$ cat src/rtl/bram_stream_player.sv
// Pattern BRAM player: streams a programmable word window of a BRAM onto an
// AXI stream in free-run, orbit-synchronous or counted one-shot mode.
// Ports:
//   clk, aresetn              clock, asynchronous active-low reset
//   cfg_*                     decoded configuration, latched on each restart
//   cfg_force_sync            one-cycle restart strobe
//   fc_orbitSync              orbit-sync fast command pulse
//   bram_*                    BRAM read port (registered en/addr, byte addressing)
//   m_axis_*                  output stream (tlast per window pass, tuser after restart)
//   sts_*                     running / one-shot done / completed pass count
module bram_stream_player #(
  parameter int unsigned DATA_WIDTH   = 32,
  parameter int unsigned MEM_DEPTH    = 2048,
  parameter int unsigned READ_LATENCY = 1,
  parameter int unsigned PERIOD_W     = 8,
  parameter int unsigned REPEAT_W     = 16
) (
  input  logic                           clk,
  input  logic                           aresetn,
  input  logic                           cfg_enable,
  input  logic [1:0]                     cfg_mode,
  input  logic [$clog2(MEM_DEPTH)-1:0]   cfg_start_addr,
  input  logic [$clog2(MEM_DEPTH):0]     cfg_length,
  input  logic [PERIOD_W-1:0]            cfg_period_orbits,
  input  logic [REPEAT_W-1:0]            cfg_repeat,
  input  logic                           cfg_force_sync,
  input  logic                           fc_orbitSync,
  output logic                           bram_clk,
  output logic                           bram_rst,
  output logic                           bram_en,
  output logic [31:0]                    bram_addr,
  input  logic [DATA_WIDTH-1:0]          bram_dout,
  output logic [DATA_WIDTH-1:0]          m_axis_tdata,
  output logic                           m_axis_tvalid,
  input  logic                           m_axis_tready,
  output logic                           m_axis_tlast,
  output logic                           m_axis_tuser,
  output logic                           sts_running,
  output logic                           sts_done,
  output logic [15:0]                    sts_pass_count
);

  localparam int unsigned ADDR_W     = $clog2(MEM_DEPTH);
  localparam int unsigned LEN_W      = ADDR_W + 1;
  localparam int unsigned FIFO_DEPTH = READ_LATENCY + 2;
  localparam int unsigned CNT_W      = $clog2(FIFO_DEPTH + 1);
  localparam int unsigned OCC_W      = CNT_W + 1;
  localparam int unsigned BYTE_SH    = $clog2(DATA_WIDTH / 8);
  localparam int unsigned RL         = READ_LATENCY;

  localparam logic [1:0] MODE_ORBIT   = 2'd1;
  localparam logic [1:0] MODE_ONESHOT = 2'd2;

  logic                  en_prev, active, epoch, first_rd;
  logic [1:0]            mode_q;
  logic [ADDR_W-1:0]     start_q;
  logic [LEN_W-1:0]      len_q, offset;
  logic [PERIOD_W-1:0]   period_q, orbit_cnt;
  logic [REPEAT_W-1:0]   repeat_q, passes_issued, passes_done;

  // Read-tag pipeline, one stage per cycle between issue and capture.
  logic [RL:0]           pipe_v, pipe_ep, pipe_last, pipe_user;

  // Shift-register FIFO; entry 0 is the stream head and drives the outputs.
  logic [DATA_WIDTH-1:0] fifo_data [FIFO_DEPTH];
  logic [DATA_WIDTH-1:0] nxt_data  [FIFO_DEPTH];
  logic [FIFO_DEPTH-1:0] fifo_last, fifo_user, nxt_last, nxt_user;
  logic [CNT_W-1:0]      count, wr_idx;
  logic [OCC_W-1:0]      occ_next, inflight;

  logic restart, pop, push, room, oneshot_stop, issue, rd_last, done_set;
  logic [ADDR_W-1:0] word_addr;

  assign bram_clk     = clk;
  assign bram_rst     = ~aresetn;
  assign m_axis_tdata = fifo_data[0];
  assign m_axis_tlast = fifo_last[0];
  assign m_axis_tuser = fifo_user[0];

  // Restart sources and read-issue decision.
  always_comb begin
    restart      = cfg_force_sync | (cfg_enable & ~en_prev) |
                   (cfg_enable & (mode_q == MODE_ORBIT) & fc_orbitSync & (orbit_cnt == '0));
    pop          = m_axis_tvalid & m_axis_tready;
    push         = pipe_v[RL] & (pipe_ep[RL] == epoch);
    wr_idx       = count - CNT_W'(pop);
    occ_next     = OCC_W'(count) + OCC_W'(push) - OCC_W'(pop);
    inflight     = '0;
    for (int k = 0; k < int'(RL); k++) begin
      if (pipe_v[k] && (pipe_ep[k] == epoch)) inflight = inflight + OCC_W'(1);
    end
    // Reserve a slot for every word that will eventually land in the FIFO.
    room         = (occ_next + inflight) < OCC_W'(FIFO_DEPTH);
    oneshot_stop = (mode_q == MODE_ONESHOT) && (passes_issued == repeat_q);
    issue        = active & cfg_enable & ~restart & ~oneshot_stop & room;
    rd_last      = (offset == len_q - LEN_W'(1));
    word_addr    = start_q + offset[ADDR_W-1:0];
    done_set     = pop & m_axis_tlast & (mode_q == MODE_ONESHOT) &
                   ((passes_done + REPEAT_W'(1)) == repeat_q);
  end

  // FIFO next state: pop shifts toward the head, push fills the first free slot.
  always_comb begin
    for (int i = 0; i < int'(FIFO_DEPTH); i++) nxt_data[i] = fifo_data[i];
    nxt_last = fifo_last;
    nxt_user = fifo_user;
    if (pop) begin
      for (int i = 0; i < int'(FIFO_DEPTH) - 1; i++) begin
        nxt_data[i] = fifo_data[i+1];
        nxt_last[i] = fifo_last[i+1];
        nxt_user[i] = fifo_user[i+1];
      end
      nxt_data[FIFO_DEPTH-1] = '0;
      nxt_last[FIFO_DEPTH-1] = 1'b0;
      nxt_user[FIFO_DEPTH-1] = 1'b0;
    end
    if (push) begin
      for (int i = 0; i < int'(FIFO_DEPTH); i++) begin
        if (CNT_W'(i) == wr_idx) begin
          nxt_data[i] = bram_dout;
          nxt_last[i] = pipe_last[RL];
          nxt_user[i] = pipe_user[RL];
        end
      end
    end
  end

  // Orbit counter runs independently of playback state.
  always_ff @(posedge clk or negedge aresetn) begin
    if (!aresetn) begin
      orbit_cnt <= '0;
    end else if (cfg_force_sync) begin
      orbit_cnt <= '0;
    end else if (fc_orbitSync) begin
      orbit_cnt <= (orbit_cnt == period_q - PERIOD_W'(1)) ? '0 : orbit_cnt + PERIOD_W'(1);
    end
  end

  // Playback state, read issue, capture and output stage.
  always_ff @(posedge clk or negedge aresetn) begin
    if (!aresetn) begin
      en_prev        <= 1'b1;  // a level-high enable after reset is not an edge
      active         <= 1'b0;
      epoch          <= 1'b0;
      first_rd       <= 1'b0;
      mode_q         <= '0;
      start_q        <= '0;
      len_q          <= LEN_W'(MEM_DEPTH);
      offset         <= '0;
      period_q       <= PERIOD_W'(1);
      repeat_q       <= REPEAT_W'(1);
      passes_issued  <= '0;
      passes_done    <= '0;
      pipe_v         <= '0;
      pipe_ep        <= '0;
      pipe_last      <= '0;
      pipe_user      <= '0;
      for (int i = 0; i < int'(FIFO_DEPTH); i++) fifo_data[i] <= '0;
      fifo_last      <= '0;
      fifo_user      <= '0;
      count          <= '0;
      m_axis_tvalid  <= 1'b0;
      bram_en        <= 1'b0;
      bram_addr      <= '0;
      sts_running    <= 1'b0;
      sts_done       <= 1'b0;
      sts_pass_count <= '0;
    end else begin
      en_prev <= cfg_enable;
      if (restart) begin
        mode_q         <= cfg_mode;
        start_q        <= cfg_start_addr;
        len_q          <= (cfg_length == '0) ? LEN_W'(MEM_DEPTH) : cfg_length;
        period_q       <= (cfg_period_orbits == '0) ? PERIOD_W'(1) : cfg_period_orbits;
        repeat_q       <= (cfg_repeat == '0) ? REPEAT_W'(1) : cfg_repeat;
        active         <= cfg_enable;
        epoch          <= ~epoch;
        first_rd       <= 1'b1;
        offset         <= '0;
        passes_issued  <= '0;
        passes_done    <= '0;
        pipe_v         <= '0;
        fifo_last      <= '0;
        fifo_user      <= '0;
        count          <= '0;
        m_axis_tvalid  <= 1'b0;
        bram_en        <= 1'b0;
        sts_running    <= cfg_enable;
        sts_done       <= 1'b0;
        sts_pass_count <= '0;
      end else if (!cfg_enable) begin
        active        <= 1'b0;
        pipe_v        <= '0;
        fifo_last     <= '0;
        fifo_user     <= '0;
        count         <= '0;
        m_axis_tvalid <= 1'b0;
        bram_en       <= 1'b0;
        sts_running   <= 1'b0;
      end else begin
        for (int k = 1; k <= int'(RL); k++) begin
          pipe_v[k]    <= pipe_v[k-1];
          pipe_ep[k]   <= pipe_ep[k-1];
          pipe_last[k] <= pipe_last[k-1];
          pipe_user[k] <= pipe_user[k-1];
        end
        pipe_v[0]    <= issue;
        pipe_ep[0]   <= epoch;
        pipe_last[0] <= rd_last;
        pipe_user[0] <= first_rd;
        bram_en      <= issue;
        if (issue) begin
          bram_addr <= 32'(word_addr) << BYTE_SH;
          offset    <= rd_last ? '0 : offset + LEN_W'(1);
          first_rd  <= 1'b0;
          if (rd_last) passes_issued <= passes_issued + REPEAT_W'(1);
        end
        for (int i = 0; i < int'(FIFO_DEPTH); i++) fifo_data[i] <= nxt_data[i];
        fifo_last     <= nxt_last;
        fifo_user     <= nxt_user;
        count         <= CNT_W'(occ_next);
        m_axis_tvalid <= (occ_next != '0);
        if (pop && m_axis_tlast) begin
          sts_pass_count <= sts_pass_count + 16'd1;
          passes_done    <= passes_done + REPEAT_W'(1);
        end
        if (done_set) sts_done <= 1'b1;
        sts_running <= active & ~(sts_done | done_set);
      end
    end
  end

endmodule

$ cat config.mk
export PLATFORM = sky130hd
export DESIGN_NAME = bram_stream_player
export DESIGN_NICKNAME = d
export VERILOG_FILES = /design/src/rtl/bram_stream_player.sv
export SDC_FILE = /design/constraint.sdc
export NUM_CORES = 1
export LEC_CHECK = 0
export BUFFER_PORTS_ARGS = -buffer_cell sky130_fd_sc_hd__buf_4
export CAP_MARGIN = 40
export CORE_UTILIZATION = 51
export DETAILED_ROUTE_END_ITERATION = 7
export HOLD_SLACK_MARGIN = 0.05
export PLACE_DENSITY = 0.77
export RECOVER_POWER = 50
export SYNTH_ARGS = -nofsm -noshare
export SYNTH_HDL_FRONTEND = slang
export SYNTH_SLANG_ARGS = --single-unit
$ cat constraint.sdc
create_clock -name clk -period 4.8 [get_ports clk]
set_clock_uncertainty 0.2 [all_clocks]
set_input_delay 0.48 -clock clk [delete_from_list [all_inputs] [get_ports clk]]
set_output_delay 0.48 -clock clk [all_outputs]
set_load 0.05 [all_outputs]
==> flow_summary_export.csv <==
group,metric,value,unit
status,status,"finished, violations left",
status,violations,"capacitance limit, slew limit",
die,dieArea,0.0256,sq mm
global_route,antenna_found_initial,0,
die,ioPinCount,175,
timing,setup_slack,0.752,ns
detailed_routing,antenna_left,0,
synthesis,synth-warning-count,0,
die,core,0.0244,sq mm
pwr,power_density,338,mW/mm^2
synthesis,synth_seq_cells,247,
synthesis,synth_area_per_cell,9.14,sq um
detailed_routing,wl,32200,um
timing,rsz0062_at_grt,"false",
pwr,p_clk_share,42.4,%
timing,holdWs,0.113,ns
worst_setup_path,end_kind,"flop",
worst_setup_path,slowest_delay,0.51,ns
timing,timing.final.crit_period,4.05,ns
detailed_routing,routedWlPerCell,16.8,um
worst_setup_path,crit_type,"flop to flop",
pwr,switching_share,28.0,%
synthesis,async_flop_share,100,%
global_route,track_usage,25.0,%
detailed_routing,vias_per_cell,5.60,
worst_setup_path,critical_path_required,5.12,ns
cts,ctsHoldBuffers,84,
worst_setup_path,cp_slowest_cell,"fa_1",
global_route,gr-total-overflow,0,
synthesis,synth_cells,1395,
die,rows,57,
worst_setup_path,crit_chain,"xnor2_1, nand2_1, nand2_1, nand2_1, ha_1, fa_1, ha_1, xnor2_1, nand4_1, a41o_1, a211oi_1, nand4_1, xnor2_1, nor2_1",
pwr,combPwrFrac,13.7,%
synthesis,ys_types,66,
min_path,hold_class,"primary input to flop",
worst_setup_path,critPathLaunchType,"flop",
global_route,grt_pass1_vias,10600,
synthesis,synthFlopType,"dfrtp_1",
detailed_routing,drtIter0Drc,871,
timing,setup_violations,0,
timing,slew_viol_final,99,
pwr,vdd_drop_max,0.504,mV
synthesis,yosys-top-cells-area,"dfrtp_1 (48%), nand2_1 (6.8%), xnor2_1 (5.3%), nor2_1 (4.5%), buf_4 (3.2%)",
synthesis,synth.yosys.seq_area_share,48.5,%
final_layout,syn_to_final_growth,21.0,%
placement,dpl.hpwl,20100,um
cts,ctsResizeCount,0,
final_layout,final_nets,1684,
synthesis,synth_edf_count,0,
global_route,grt_pass1_wl,53000,um
global_route,grt_max_degree,100,
final_layout,antenna_cells,0,
cts,clock_latency,0.65,ns
timing,max_freq,247,MHz
cts,path_clk_slew,0.06,ns
timing,fin_setup_tns,0,ns
die,die_x,160,um
die,die_h,160,um
cts,cts_tree,"done",
synthesis,synth_top_area_cell,"dfrtp_1",
placement,gp_congestion,0.819,
final_layout,drive_above_1_share,11.2,%
timing,period_share,84.3,%
final_layout,final_util,63.3,%
pwr,p_seq_share,43.9,%
placement,dp_slack,0.666,ns
pwr,power.net_switching,0.00146,W
pwr,p_int,0.00375,W
synthesis,synthesis.area,0.0127,sq mm
die,start_util,52.3,%
job,cap_violations,1,
worst_setup_path,cp_max_fo,16,
detailed_routing,dr.pass1.iters,5,
detailed_routing,route.vias.total,10700,
worst_setup_path,arrival,4.37,ns
pwr,leakagePower,7.03,nW
detailed_routing,drc,0,
cts,post_cts_buffers,0,
timing,slew_headroom,-70.5,%
synthesis,yosysTopAreaCellShare,47.7,%
placement,io_buffers,153,
timing,tightest_slew,2.56,ns
timing,hold_violations,0,
-- layer usage --
layer  global-route usage [%]  share of wire (%)
met5                        0                  0
met4                     8.01                2.9
met3                     3.17                4.8
met2                     42.3                 48
met1                     33.3                 44
-- kinds of logic after synthesis --
logic type / Yosys count / share of synthesized area, %
mux: 2 / 0.167
buf+inv: 156 / 6.30
flops: 247 / 48.5
fa+ha+maj: 23 / 2.38
compound gates: 294 / 14.3
xor+xnor: 116 / 8.03
other cells: 1 / 0.0294
simple gates: 556 / 20.2
-- cells in the mapped netlist, types with 3 or more instances --
| cell | count |
|---|---|
| dfrtp_1 | 243 |
| nand2_1 | 231 |
| nor2_1 | 154 |
| a21oi_1 | 82 |
| xnor2_1 | 77 |
| o21ai_0 | 64 |
| o22ai_1 | 64 |
| clkbuf_1 | 59 |
| buf_4 | 55 |
| xor2_1 | 38 |
| a22o_1 | 34 |
| nand3_1 | 34 |
| inv_1 | 27 |
| ha_1 | 21 |
| nand4_1 | 21 |
| nor3_1 | 21 |
| nor4_1 | 17 |
| and2_1 | 13 |
| and3_1 | 13 |
| buf_1 | 11 |
| a311oi_1 | 10 |
| nand2b_1 | 8 |
| nor2b_1 | 8 |
| a31oi_1 | 6 |
| nand3b_1 | 6 |
| o31ai_1 | 6 |
| nor4b_1 | 5 |
| o41ai_1 | 5 |
| or3_1 | 5 |
| dfstp_2 | 4 |
| buf_2 | 3 |
| o2111ai_1 | 3 |
-- critical path: cells and delay by family, from the launching register on --
| family | cells | cell delay, ns |
|---|---|---|
| and+or+nand+nor | 6 | 0.68 |
| DFF | 1 | 0.44 |
| xor gates and xnor gates | 3 | 0.64 |
| AOI/OAI and AO/OA | 2 | 0.99 |
| adders and majority gates | 3 | 0.97 |
-- power by group through the flow --
stage / clock network, W / logic [W] / registers, W
finish: 0.00221 / 0.000713 / 0.00228
global route: 0.00233 / 0.000776 / 0.00230
CTS: 0.00225 / 0.000744 / 0.00228
detailed placement: 0.0000449 / 0.000685 / 0.00232
global placement: 0.0000449 / 0.000672 / 0.00232
floorplan: 0.0000449 / 0.000396 / 0.00237
-- layout by cell type, fill, tap and decap left out, types with 12 or more instances in the layout --
cell,Yosys,final
ha_1,21,21
nand4_1,21,21
and2_1,13,12
buf_4,55,103
dlygate4sd3_1,0,84
dfrtp_1,243,243
a22o_1,34,34
conb_1,1,21
nor2_1,154,154
xnor2_1,77,77
o21ai_0,64,64
a21oi_1,82,80
and3_1,13,13
nor3_1,21,20
clkbuf_16,0,29
inv_1,27,27
xor2_1,38,38
nand2_1,231,230
nor4_1,17,17
o22ai_1,64,64
clkbuf_1,59,73
nand3_1,34,34
-- layout make-up --
type / instances / area (sq um)
fillers: 2017 / 8960
repair buffers: 256 / 1900
clock inverters: 9 / 106
well taps: 324 / 405
inverters: 27 / 101
flip-flops and latches: 247 / 6190
multi-input cells: 1012 / 5880
clock buffers: 43 / 842
-- worst paths after layout --
check / cells after the start / start / end / slack, ns
max in group asynchronous: 3 / aresetn / fifo_data[31] / 1.08
max reg2reg: 14 / epoch / offset[10] / 0.75
min: 4 / cfg_force_sync / orbit_cnt[1] / 0.11
min in group asynchronous: 2 / aresetn / fifo_data[54] / 0.93
min reg2reg: 2 / bram_addr[7] / bram_addr[7] / 0.28
max: 14 / epoch / offset[10] / 0.75
-- state kept, by name (all words and copies together), names as in the netlist, 2 cells and up --
register / count
bram_addr: 11
passes_done: 16
pipe_ep: 2
start_q: 11
len_q: 12
period_q: 8
fifo_user: 3
passes_issued: 16
repeat_q: 16
count: 2
m_axis_tdata: 32
sts_pass_count: 16
fifo_last: 3
pipe_last: 2
offset: 12
pipe_v: 2
fifo_data: 64
orbit_cnt: 8
pipe_user: 2
mode_q: 2
-- metrics by stage --
step	cell area, sq um	power (W)	std cells
6_report	15400	0.00521	1918
5_1_grt	15400	0.00540	1918
4_1_cts	15700	0.00528	1918
3_5_place_dp	13900	0.00305	1783
3_3_place_gp	13900	0.00303	1782
2_1_floorplan	12800	0.00281	1415
Note: power is estimated with default switching activity, not from simulation.
